[src/rtl/mfsc_pingpong_buffer_if.sv]
// Bundles the sample ingest handshake, BRAM write port and CNN hand-off
// signals of the ping/pong feature-map buffer.
interface mfsc_pingpong_buffer_if #(
  parameter int DATA_W = 16,
  parameter int BUS_W  = 64,
  parameter int ADDR_W = 9
);
  logic              in_valid;
  logic [DATA_W-1:0] in_data;
  logic              in_ready;
  logic              wr_en;
  logic              wr_bank;
  logic [ADDR_W-1:0] wr_addr;
  logic [BUS_W-1:0]  wr_data;
  logic              fm_ready;
  logic              fm_bank;
  logic              fm_done;
  logic [15:0]       drop_cnt;

  modport master (
    output in_valid, in_data, fm_done,
    input  in_ready, wr_en, wr_bank, wr_addr, wr_data, fm_ready, fm_bank, drop_cnt
  );

  modport slave (
    input  in_valid, in_data, fm_done,
    output in_ready, wr_en, wr_bank, wr_addr, wr_data, fm_ready, fm_bank, drop_cnt
  );
endinterface

[src/rtl/mfsc_pingpong_buffer.sv]
// Double-buffered MFSC feature-map ingest: packs samples into BRAM words,
// fills banks A/B alternately and hands each finished map to the CNN.
module mfsc_pingpong_buffer #(
  parameter int DATA_W       = 16,
  parameter int BUS_W        = 64,
  parameter int N_COEF       = 40,
  parameter int N_FRAMES     = 32,
  parameter int ADDR_W       = 9,
  parameter int DROP_ON_FULL = 0
) (
  input  logic                   clk,
  input  logic                   reset,
  input  logic                   flush,
  mfsc_pingpong_buffer_if.slave  bus
);

  localparam int LANES  = BUS_W / DATA_W;
  localparam int WORDS  = (N_COEF * N_FRAMES) / LANES;
  localparam int LANE_W = (LANES > 1) ? $clog2(LANES) : 1;
  localparam logic [LANE_W-1:0] LAST_LANE = LANE_W'(LANES - 1);
  localparam logic [ADDR_W-1:0] LAST_ADDR = ADDR_W'(WORDS - 1);

  logic [1:0]        full_q, full_d;
  logic              wb_q, wb_d;
  logic              rb_q, rb_d;
  logic [LANE_W-1:0] lane_q, lane_d;
  logic [ADDR_W-1:0] addr_q, addr_d;
  logic [BUS_W-1:0]  pack_q, pack_d;
  logic              pend_q, pend_d;
  logic              wr_en_q, wr_en_d;
  logic              wr_bank_q, wr_bank_d;
  logic [ADDR_W-1:0] wr_addr_q, wr_addr_d;
  logic [BUS_W-1:0]  wr_data_q, wr_data_d;
  logic [15:0]       drop_q, drop_d;

  logic              in_ready_s;
  logic              take_s;
  logic              drop_s;
  logic              release_s;
  logic              tgt_bank_s;
  logic [ADDR_W-1:0] tgt_addr_s;
  logic [BUS_W-1:0]  merged_s;

  // Handshake decode; pend_q marks the cycle between the last word of a map and its hand-off.
  always_comb begin
    in_ready_s = (DROP_ON_FULL != 0) ? 1'b1 : ~full_q[wb_q];
    take_s     = bus.in_valid & in_ready_s & ~full_q[wb_q];
    drop_s     = bus.in_valid & in_ready_s & full_q[wb_q] & (DROP_ON_FULL != 0);
    release_s  = bus.fm_done & full_q[rb_q];
    tgt_bank_s = pend_q ? ~wb_q : wb_q;
    tgt_addr_s = pend_q ? {ADDR_W{1'b0}} : addr_q;
  end

  // Next-state: lane packing, word writes, map completion, CNN release and drop counting.
  always_comb begin
    full_d    = full_q;
    wb_d      = wb_q;
    rb_d      = rb_q;
    lane_d    = lane_q;
    addr_d    = addr_q;
    pack_d    = pack_q;
    pend_d    = 1'b0;
    wr_en_d   = 1'b0;
    wr_bank_d = wr_bank_q;
    wr_addr_d = wr_addr_q;
    wr_data_d = wr_data_q;
    drop_d    = drop_q;
    merged_s  = pack_q;
    merged_s[lane_q*DATA_W +: DATA_W] = bus.in_data;

    if (flush) begin
      full_d    = 2'b00;
      wb_d      = 1'b0;
      rb_d      = 1'b0;
      lane_d    = {LANE_W{1'b0}};
      addr_d    = {ADDR_W{1'b0}};
      pack_d    = {BUS_W{1'b0}};
      wr_bank_d = 1'b0;
      wr_addr_d = {ADDR_W{1'b0}};
      wr_data_d = {BUS_W{1'b0}};
      drop_d    = 16'd0;
    end else begin
      // The bank is marked full only after its last write has landed.
      if (pend_q) begin
        full_d[wb_q] = 1'b1;
        wb_d         = ~wb_q;
        addr_d       = {ADDR_W{1'b0}};
      end else begin
        addr_d = addr_q;
      end

      if (take_s) begin
        if (lane_q == LAST_LANE) begin
          lane_d    = {LANE_W{1'b0}};
          pack_d    = {BUS_W{1'b0}};
          wr_en_d   = 1'b1;
          wr_bank_d = tgt_bank_s;
          wr_addr_d = tgt_addr_s;
          wr_data_d = merged_s;
          if (tgt_addr_s == LAST_ADDR) begin
            pend_d = 1'b1;
          end else begin
            addr_d = tgt_addr_s + ADDR_W'(1);
          end
        end else begin
          lane_d = lane_q + LANE_W'(1);
          pack_d = merged_s;
        end
      end else if (drop_s && (drop_q != 16'hFFFF)) begin
        drop_d = drop_q + 16'd1;
      end else begin
        drop_d = drop_q;
      end

      if (release_s) begin
        full_d[rb_q] = 1'b0;
        rb_d         = ~rb_q;
      end else begin
        rb_d = rb_q;
      end
    end
  end

  // State and output registers.
  always_ff @(posedge clk or negedge reset) begin
    if (!reset) begin
      full_q    <= 2'b00;
      wb_q      <= 1'b0;
      rb_q      <= 1'b0;
      lane_q    <= {LANE_W{1'b0}};
      addr_q    <= {ADDR_W{1'b0}};
      pack_q    <= {BUS_W{1'b0}};
      pend_q    <= 1'b0;
      wr_en_q   <= 1'b0;
      wr_bank_q <= 1'b0;
      wr_addr_q <= {ADDR_W{1'b0}};
      wr_data_q <= {BUS_W{1'b0}};
      drop_q    <= 16'd0;
    end else begin
      full_q    <= full_d;
      wb_q      <= wb_d;
      rb_q      <= rb_d;
      lane_q    <= lane_d;
      addr_q    <= addr_d;
      pack_q    <= pack_d;
      pend_q    <= pend_d;
      wr_en_q   <= wr_en_d;
      wr_bank_q <= wr_bank_d;
      wr_addr_q <= wr_addr_d;
      wr_data_q <= wr_data_d;
      drop_q    <= drop_d;
    end
  end

  assign bus.in_ready = in_ready_s;
  assign bus.wr_en    = wr_en_q;
  assign bus.wr_bank  = wr_bank_q;
  assign bus.wr_addr  = wr_addr_q;
  assign bus.wr_data  = wr_data_q;
  assign bus.fm_ready = full_q[rb_q];
  assign bus.fm_bank  = rb_q;
  assign bus.drop_cnt = drop_q;

endmodule
[src/flat_wrapper.sv]
// flat-port wrapper written by rule: the top's interface ports become plain ports
module mfsc_pingpong_buffer_flat 
#(
  parameter int DATA_W       = 16,
  parameter int BUS_W        = 64,
  parameter int N_COEF       = 40,
  parameter int N_FRAMES     = 32,
  parameter int ADDR_W       = 9,
  parameter int DROP_ON_FULL = 0
)
  (clk, reset, flush, bus_in_valid, bus_in_data, bus_fm_done, bus_in_ready, bus_wr_en, bus_wr_bank, bus_wr_addr, bus_wr_data, bus_fm_ready, bus_fm_bank, bus_drop_cnt);
  mfsc_pingpong_buffer_if #(.DATA_W(DATA_W), .BUS_W(BUS_W), .ADDR_W(ADDR_W)) bus_i ();
  input  logic clk;
  input  logic reset;
  input  logic flush;
  input wire logic [$bits(bus_i.in_valid)-1:0] bus_in_valid;
  input wire logic [$bits(bus_i.in_data)-1:0] bus_in_data;
  input wire logic [$bits(bus_i.fm_done)-1:0] bus_fm_done;
  output wire logic [$bits(bus_i.in_ready)-1:0] bus_in_ready;
  output wire logic [$bits(bus_i.wr_en)-1:0] bus_wr_en;
  output wire logic [$bits(bus_i.wr_bank)-1:0] bus_wr_bank;
  output wire logic [$bits(bus_i.wr_addr)-1:0] bus_wr_addr;
  output wire logic [$bits(bus_i.wr_data)-1:0] bus_wr_data;
  output wire logic [$bits(bus_i.fm_ready)-1:0] bus_fm_ready;
  output wire logic [$bits(bus_i.fm_bank)-1:0] bus_fm_bank;
  output wire logic [$bits(bus_i.drop_cnt)-1:0] bus_drop_cnt;
  assign bus_i.in_valid = bus_in_valid;
  assign bus_i.in_data = bus_in_data;
  assign bus_i.fm_done = bus_fm_done;
  assign bus_in_ready = bus_i.in_ready;
  assign bus_wr_en = bus_i.wr_en;
  assign bus_wr_bank = bus_i.wr_bank;
  assign bus_wr_addr = bus_i.wr_addr;
  assign bus_wr_data = bus_i.wr_data;
  assign bus_fm_ready = bus_i.fm_ready;
  assign bus_fm_bank = bus_i.fm_bank;
  assign bus_drop_cnt = bus_i.drop_cnt;
  mfsc_pingpong_buffer #(.DATA_W(DATA_W), .BUS_W(BUS_W), .N_COEF(N_COEF), .N_FRAMES(N_FRAMES), .ADDR_W(ADDR_W), .DROP_ON_FULL(DROP_ON_FULL)) u_core (.clk(clk), .reset(reset), .flush(flush), .bus(bus_i));
endmodule
[config.mk]
export PLATFORM = sky130hd
export DESIGN_NAME = mfsc_pingpong_buffer_flat
export DESIGN_NICKNAME = d
export VERILOG_FILES = /design/src/rtl/mfsc_pingpong_buffer_if.sv /design/src/rtl/mfsc_pingpong_buffer.sv /design/src/flat_wrapper.sv
export SDC_FILE = /design/constraint.sdc
export NUM_CORES = 1
export LEC_CHECK = 0
export ABC_AREA = 1
export CAP_MARGIN = 20
export CORE_ASPECT_RATIO = 1.25
export CORE_UTILIZATION = 30
export DETAILED_ROUTE_END_ITERATION = 6
export PLACE_DENSITY_LB_ADDON = 0.1
export SYNTH_ARGS = -nofsm -noshare
export SYNTH_HDL_FRONTEND = slang
export SYNTH_SLANG_ARGS = --single-unit
export TNS_END_PERCENT = 30
[constraint.sdc]
create_clock -name clk -period 2.3 [get_ports clk]
set_input_delay 0.46 -clock clk [delete_from_list [all_inputs] [get_ports clk]]
set_output_delay 0.46 -clock clk [all_outputs]
set_load 0.005 [all_outputs]
==> results of run 1 <==
[state kept, by name (all words and copies together), names as in the netlist]
signal / flops
u_core.bus.wr_data: 64
u_core.pack_q: 64
u_core.addr_q: 9
u_core.bus.wr_addr: 9
u_core.full_q: 2
u_core.lane_q: 2
u_core.bus.fm_bank: 1
u_core.bus.wr_bank: 1
u_core.bus.wr_en: 1
u_core.pend_q: 1
u_core.wb_q: 1
[layout make-up]
type	count	area, um^2	area share
clock buffers	22	474	0.0517
clock inverters	10	115	0.0125
inverters	72	270	0.0295
multi-input cells	585	2770	0.302
flip-flops and latches	155	3880	0.423
well taps	325	407	0.0443
repair buffers	128	1260	0.137
[worst paths after layout]
path / start / endpoint / cells after the start
setup / recovery: u_core.full_q[0] / bus_fm_ready / 3
hold / removal: u_core.bus.wr_data[14] / u_core.bus.wr_data[14] / 2
setup reg to reg: u_core.lane_q[0] / u_core.bus.wr_data[50] / 7
hold reg to reg: u_core.bus.wr_data[14] / u_core.bus.wr_data[14] / 2
max in group asynchronous: reset / u_core.addr_q[0] / 3
min in group asynchronous: reset / u_core.bus.wr_data[28] / 2
[per-layer routing]
metal,track usage,vias to the layer above,routed length [um]
li1,-,3007,-
met1,0.234,2881,9840
met2,0.274,122,9680
met3,0.0344,20,704
met4,0.0502,0,270
met5,0,-,0
[power groups by stage]
stage	clock network [mW]	logic (mW)	registers, mW
6_report	2.83	0.812	2.87
2_1_floorplan	0	0.502	2.91
3_5_place_dp	0	0.825	2.92
4_1_cts	2.92	0.827	2.87
5_1_grt	3.01	0.919	2.88
3_3_place_gp	0	0.825	2.92
[per-stage QoR]
stage                     utilization  area (um^2)
after floorplan                     -         7370
after global placement          0.360         8580
after detailed placement        0.360         8580
after CTS                       0.385         9180
after global routing            0.385         9180
final                           0.385         9180
[what timing repair did]
action	CTS	global route
endpoints found under the hold margin	37	0
hold buffers	1	0
setup buffers	0	0
gates resized for setup	0	0
[worst max-delay path, stage by stage (launching register included)]
cell and delay, ns:
dfrtp_1 0.39, inv_1 0.07, o21ai_0 0.20, clkdlybuf4s50_1 0.54
[synthesized netlist by cell type]
master,count
a21oi_1,24
dfrtp_1,155
ha_1,7
inv_1,68
nor2_1,26
nor2_8,2
o211ai_1,5
o22ai_1,77
inv_2,4
nor3b_1,1
nand3_1,36
o21ai_0,79
o21ai_1,15
nor2_2,2
nand3_2,5
nand2_1,279
o21a_1,1
nand3_4,1
clkbuf_1,15
nor3_1,3
buf_2,27
nand2_2,4
clkbuf_2,4
conb_1,1
buf_4,17
nand4_1,1
nand3b_1,1
buf_6,10
[logic make-up after synthesis]
logic type                 share of synthesized area
other                                       0.000513
DFF                                            0.530
adders and majority gates                     0.0120
and+or+nand+nor                                0.206
AOI/OAI and AO/OA                              0.153
buffers and inverters                         0.0987
==> impl_metrics.tcl, run 1 <==
set metrics [dict create \
    status "finished clean" \
    drc 0 \
    worstPathArrival_ns 1.62 \
    worst_pin_slew_ns 0.810 \
    dieArea_mm2 0.0250 \
    grt_max_degree 63 \
    clock_latency_ns 0.42 \
    fp.coreArea_mm2 0.0238 \
    io_buffers 98 \
    final_common_cell "nand2_1" \
    p_switching_mw 1.74 \
    p_total_mw 6.52 \
    dieHeight_um 177 \
    synth.area.top_cells "dfrtp_1 53%, nand2_1 14%, o22ai_1 6.6%, o21ai_0 5.4%, inv_1 3.5%" \
    fillers 2497 \
    io_pins 115 \
    drv_cap 0 \
    cp_data_required_time_ns 1.84 \
    setup_viol 0 \
    drtIter0Drc 447 \
    peakVddDrop_mv 0.504 \
    worstSetupStartpointType "flip-flop" \
    ys_seq_elements 155 \
    synthesis.area_mm2 0.00732 \
    totalWireLength_um 20500 \
    rrSetupSlack_ns 0.31 \
    start_util 0.307 \
    h-tree-depth 4 \
    post-place-ws_ns 0.00710 \
    power.density_mw_per_mm2 710 \
    slew_headroom 0.459 \
    cts_tree "built" \
    post_drt_wl_per_cell_um 15.8 \
    skew_ns 0.00948 \
    clkPwrFrac 0.435 \
    core.rowCount 63 \
    cts.clk_slew.worst_paths_ns 0.07 \
    fin_crit_ns 2.08 \
    p_int_mw 4.78 \
    worstSetupPathType "reg -> out" \
    viasPerCell 4.65 \
    syn_to_final_growth_pct 25.4 \
    synthCells 870 \
    grt_pass1_vias 5794 \
    numCtsBuffers 17 \
    hold_path_class "reg -> reg" \
    nets 987 \
    p_seq_frac 0.441 \
    rsz0062_at_grt "no" \
    gp_congestion 0.749 \
    cts.sinks 155 \
    drive_gt1_frac 0.0802 \
    yosysWarnings 0 \
    finalHoldViolCount 0 \
    final_cell_mix "279 x nand2_1, 155 x dfrtp_1, 97 x clkdlybuf4s50_1" \
    max-clock-path-buffers 2 \
    stdcell_count 1297 \
    dr_total_vias 6030 \
    worstPathMaxFanout 3 \
    finalCritPeriodShare 0.906 \
    synth_top_cell_by_area "dfrtp_1" \
    fin_setup_tns_ns 0 \
    p_comb_frac 0.125 \
    antenna_found_initial 0 \
    grt.overflow.total 0 \
    fmax_mhz 480 \
    placed_cells 1264 \
    synth_top_area_share 0.530 \
    place.detailed.hpwl_um 13900 \
    die_width_um 142 \
    syn_area_per_cell_um2 8.41 \
    swShare 0.267 \
    drv_slew 0 \
    ctsRootBufferMaster "clkbuf_16" \
    drtAntennaViolNets 0 \
    finalHoldWorstSlack_ns 0.473 \
    first_pass_iters 4 \
    synth_cell_types 28 \
    leakage_nw 4.08 \
    diodes 0 \
    ys_seq_area_frac 0.530 \
    crit_path_end_kind "output port" \
    worst_slack_ns 0.216 \
    track_usage 0.172 \
    grt_pass1_wl_um 32900 \
]
Power figures use the tool's default switching activity.
==> run 2, diff against run 1 <==
- CORE_MARGIN: default -> 3
- clock period: 2.3 -> 2.2 ns (I/O delays scaled with it)
==> run 2 against run 1 <==
  * Hold slack got worse by 0.0019 ns
  * Worst setup slack got worse by 0.092 ns
  * Critical path depth stayed put
  * Cell count did not move
  * Highest routed layer unchanged
==> impl_metrics.tcl, run 2 (synthesis gave the netlist of run 1 again) <==
set metrics [dict create \
    worstSetupStartpointType "flip-flop" \
    drive_gt1_frac 0.0813 \
    grt_max_degree 60 \
    ctsRootBufferMaster "clkbuf_16" \
    fmax_mhz 482 \
    grt_pass1_vias 5938 \
    start_util 0.306 \
    viasPerCell 4.65 \
    placed_cells 1266 \
    fillers 2463 \
    cp_slowest_cell "clkdlybuf4s50_1" \
    dieArea_mm2 0.0263 \
    fp.coreArea_mm2 0.0239 \
    cts.sinks 155 \
    hold_path_class "reg -> reg" \
    crit_buf_inv 1 \
    grt.overflow.total 0 \
    drv_cap 0 \
    power.density_mw_per_mm2 740 \
    fin_crit_ns 2.08 \
    die_width_um 146 \
    worstSetupPathType "reg -> out" \
    setup_viol 0 \
    post_drt_wl_per_cell_um 16.2 \
    finalHoldViolCount 0 \
    status "finished clean" \
    fin_setup_tns_ns 0 \
    gp_congestion 0.736 \
    final_common_cell "nand2_1" \
    h-tree-depth 4 \
    crit_path_end_kind "output port" \
    critPathMaxStageDelay_ns 0.50 \
    place.detailed.hpwl_um 14300 \
    cp_data_required_time_ns 1.76 \
    drtIter0Drc 413 \
    worstSetupPathDepth 3 \
    post_cts_buffers 0 \
    stdcell_count 1297 \
    max-clock-path-buffers 2 \
    clock_latency_ns 0.43 \
    totalWireLength_um 21000 \
    worstPathMaxFanout 4 \
    cts.clk_slew.worst_paths_ns 0.06 \
    antenna_found_initial 0 \
    first_pass_iters 5 \
    drc 0 \
    nets 989 \
    cts_tree "built" \
    drtAntennaViolNets 0 \
    finalCritPeriodShare 0.944 \
    syn_to_final_growth_pct 25.8 \
    whs_path_depth 2 \
    dr_total_vias 6032 \
    io_buffers 98 \
    leakage_nw 4.10 \
    worstPathArrival_ns 1.64 \
    rsz0062_at_grt "no" \
    io_pins 115 \
    track_usage 0.162 \
    drv_slew 0 \
    core.rowCount 63 \
    numCtsBuffers 17 \
    grt_pass1_wl_um 34100 \
    skew_ns 0.0137 \
    dieHeight_um 181 \
    peakVddDrop_mv 0.537 \
    r2r_cells 7 \
    worstPathCellList "nand2_1 -> o21a_1 -> clkdlybuf4s50_1" \
    critical_path.top_delay_family "buffers and inverters" \
    final_cell_mix "279 x nand2_1, 155 x dfrtp_1, 97 x clkdlybuf4s50_1" \
    diodes 0 \
]
run 2: final timing paths:
| kind | start | end | slack (ns) |
|---|---|---|---|
| min reg2reg | u_core.pack_q[1] | u_core.pack_q[1] | 0.47 |
| max in group asynchronous | reset | u_core.bus.wr_data[48] | 1.09 |
| min in group asynchronous | reset | u_core.bus.wr_data[22] | 0.48 |
| max | u_core.wb_q | bus_in_ready | 0.12 |
| min | u_core.pack_q[1] | u_core.pack_q[1] | 0.47 |
| max reg2reg | u_core.lane_q[1] | u_core.bus.wr_data[47] | 0.33 |
run 2: what timing repair did:
item | 4_1_cts | 5_1_grt
hold buffers | 1 | 0
gates resized for setup | 0 | 1
endpoints found under the hold margin | 25 | 0
endpoints found under the setup margin | 0 | 1
run 2: tightest hold or removal path: stages (launching register included):
cell	delay [ns]
dfrtp_1	0.33
nand2_1	0.05
nand2_1	0.05
run 2: layout make-up:
| class | count | area, um^2 | area share |
|---|---|---|---|
| sequential | 155 | 3880 | 0.421 |
| multi-input combinational | 585 | 2770 | 0.301 |
| timing repair buffer | 130 | 1300 | 0.141 |
| clock buffer | 18 | 429 | 0.0466 |
| tap | 325 | 407 | 0.0442 |
| inverter | 72 | 270 | 0.0294 |
| clock inverter | 12 | 149 | 0.0162 |
run 2: per-stage QoR:
stage / utilization / power [mW] / worst slack (ns) / hold WS (ns) / cell area [um^2]
finish: 0.385 / 6.81 / 0.124 / 0.471 / 9210
global route: 0.385 / 7.11 / 0.0203 / 0.490 / 9210
CTS: 0.385 / 6.92 / 0.0754 / 0.477 / 9210
detailed placement: 0.361 / 3.92 / 0.235 / 0.357 / 8620
global placement: 0.361 / 3.92 / 0.269 / 0.356 / 8620
floorplan: - / 3.57 / 0.389 / 0.144 / 7370
run 2: power breakdown:
part | switching, mW | internal (mW)
Sequential | 0.0486 | 2.95
Clock | 1.19 | 1.77
Combinational | 0.574 | 0.284
Total | 1.81 | 5.00
run 2: metal layers:
metal	global-route usage	vias to the layer above	share of wire
met5	0	-	0
met4	0.0475	0	0.015
met3	0.0335	20	0.032
met2	0.257	116	0.48
met1	0.225	2883	0.48
li1	-	3013	-
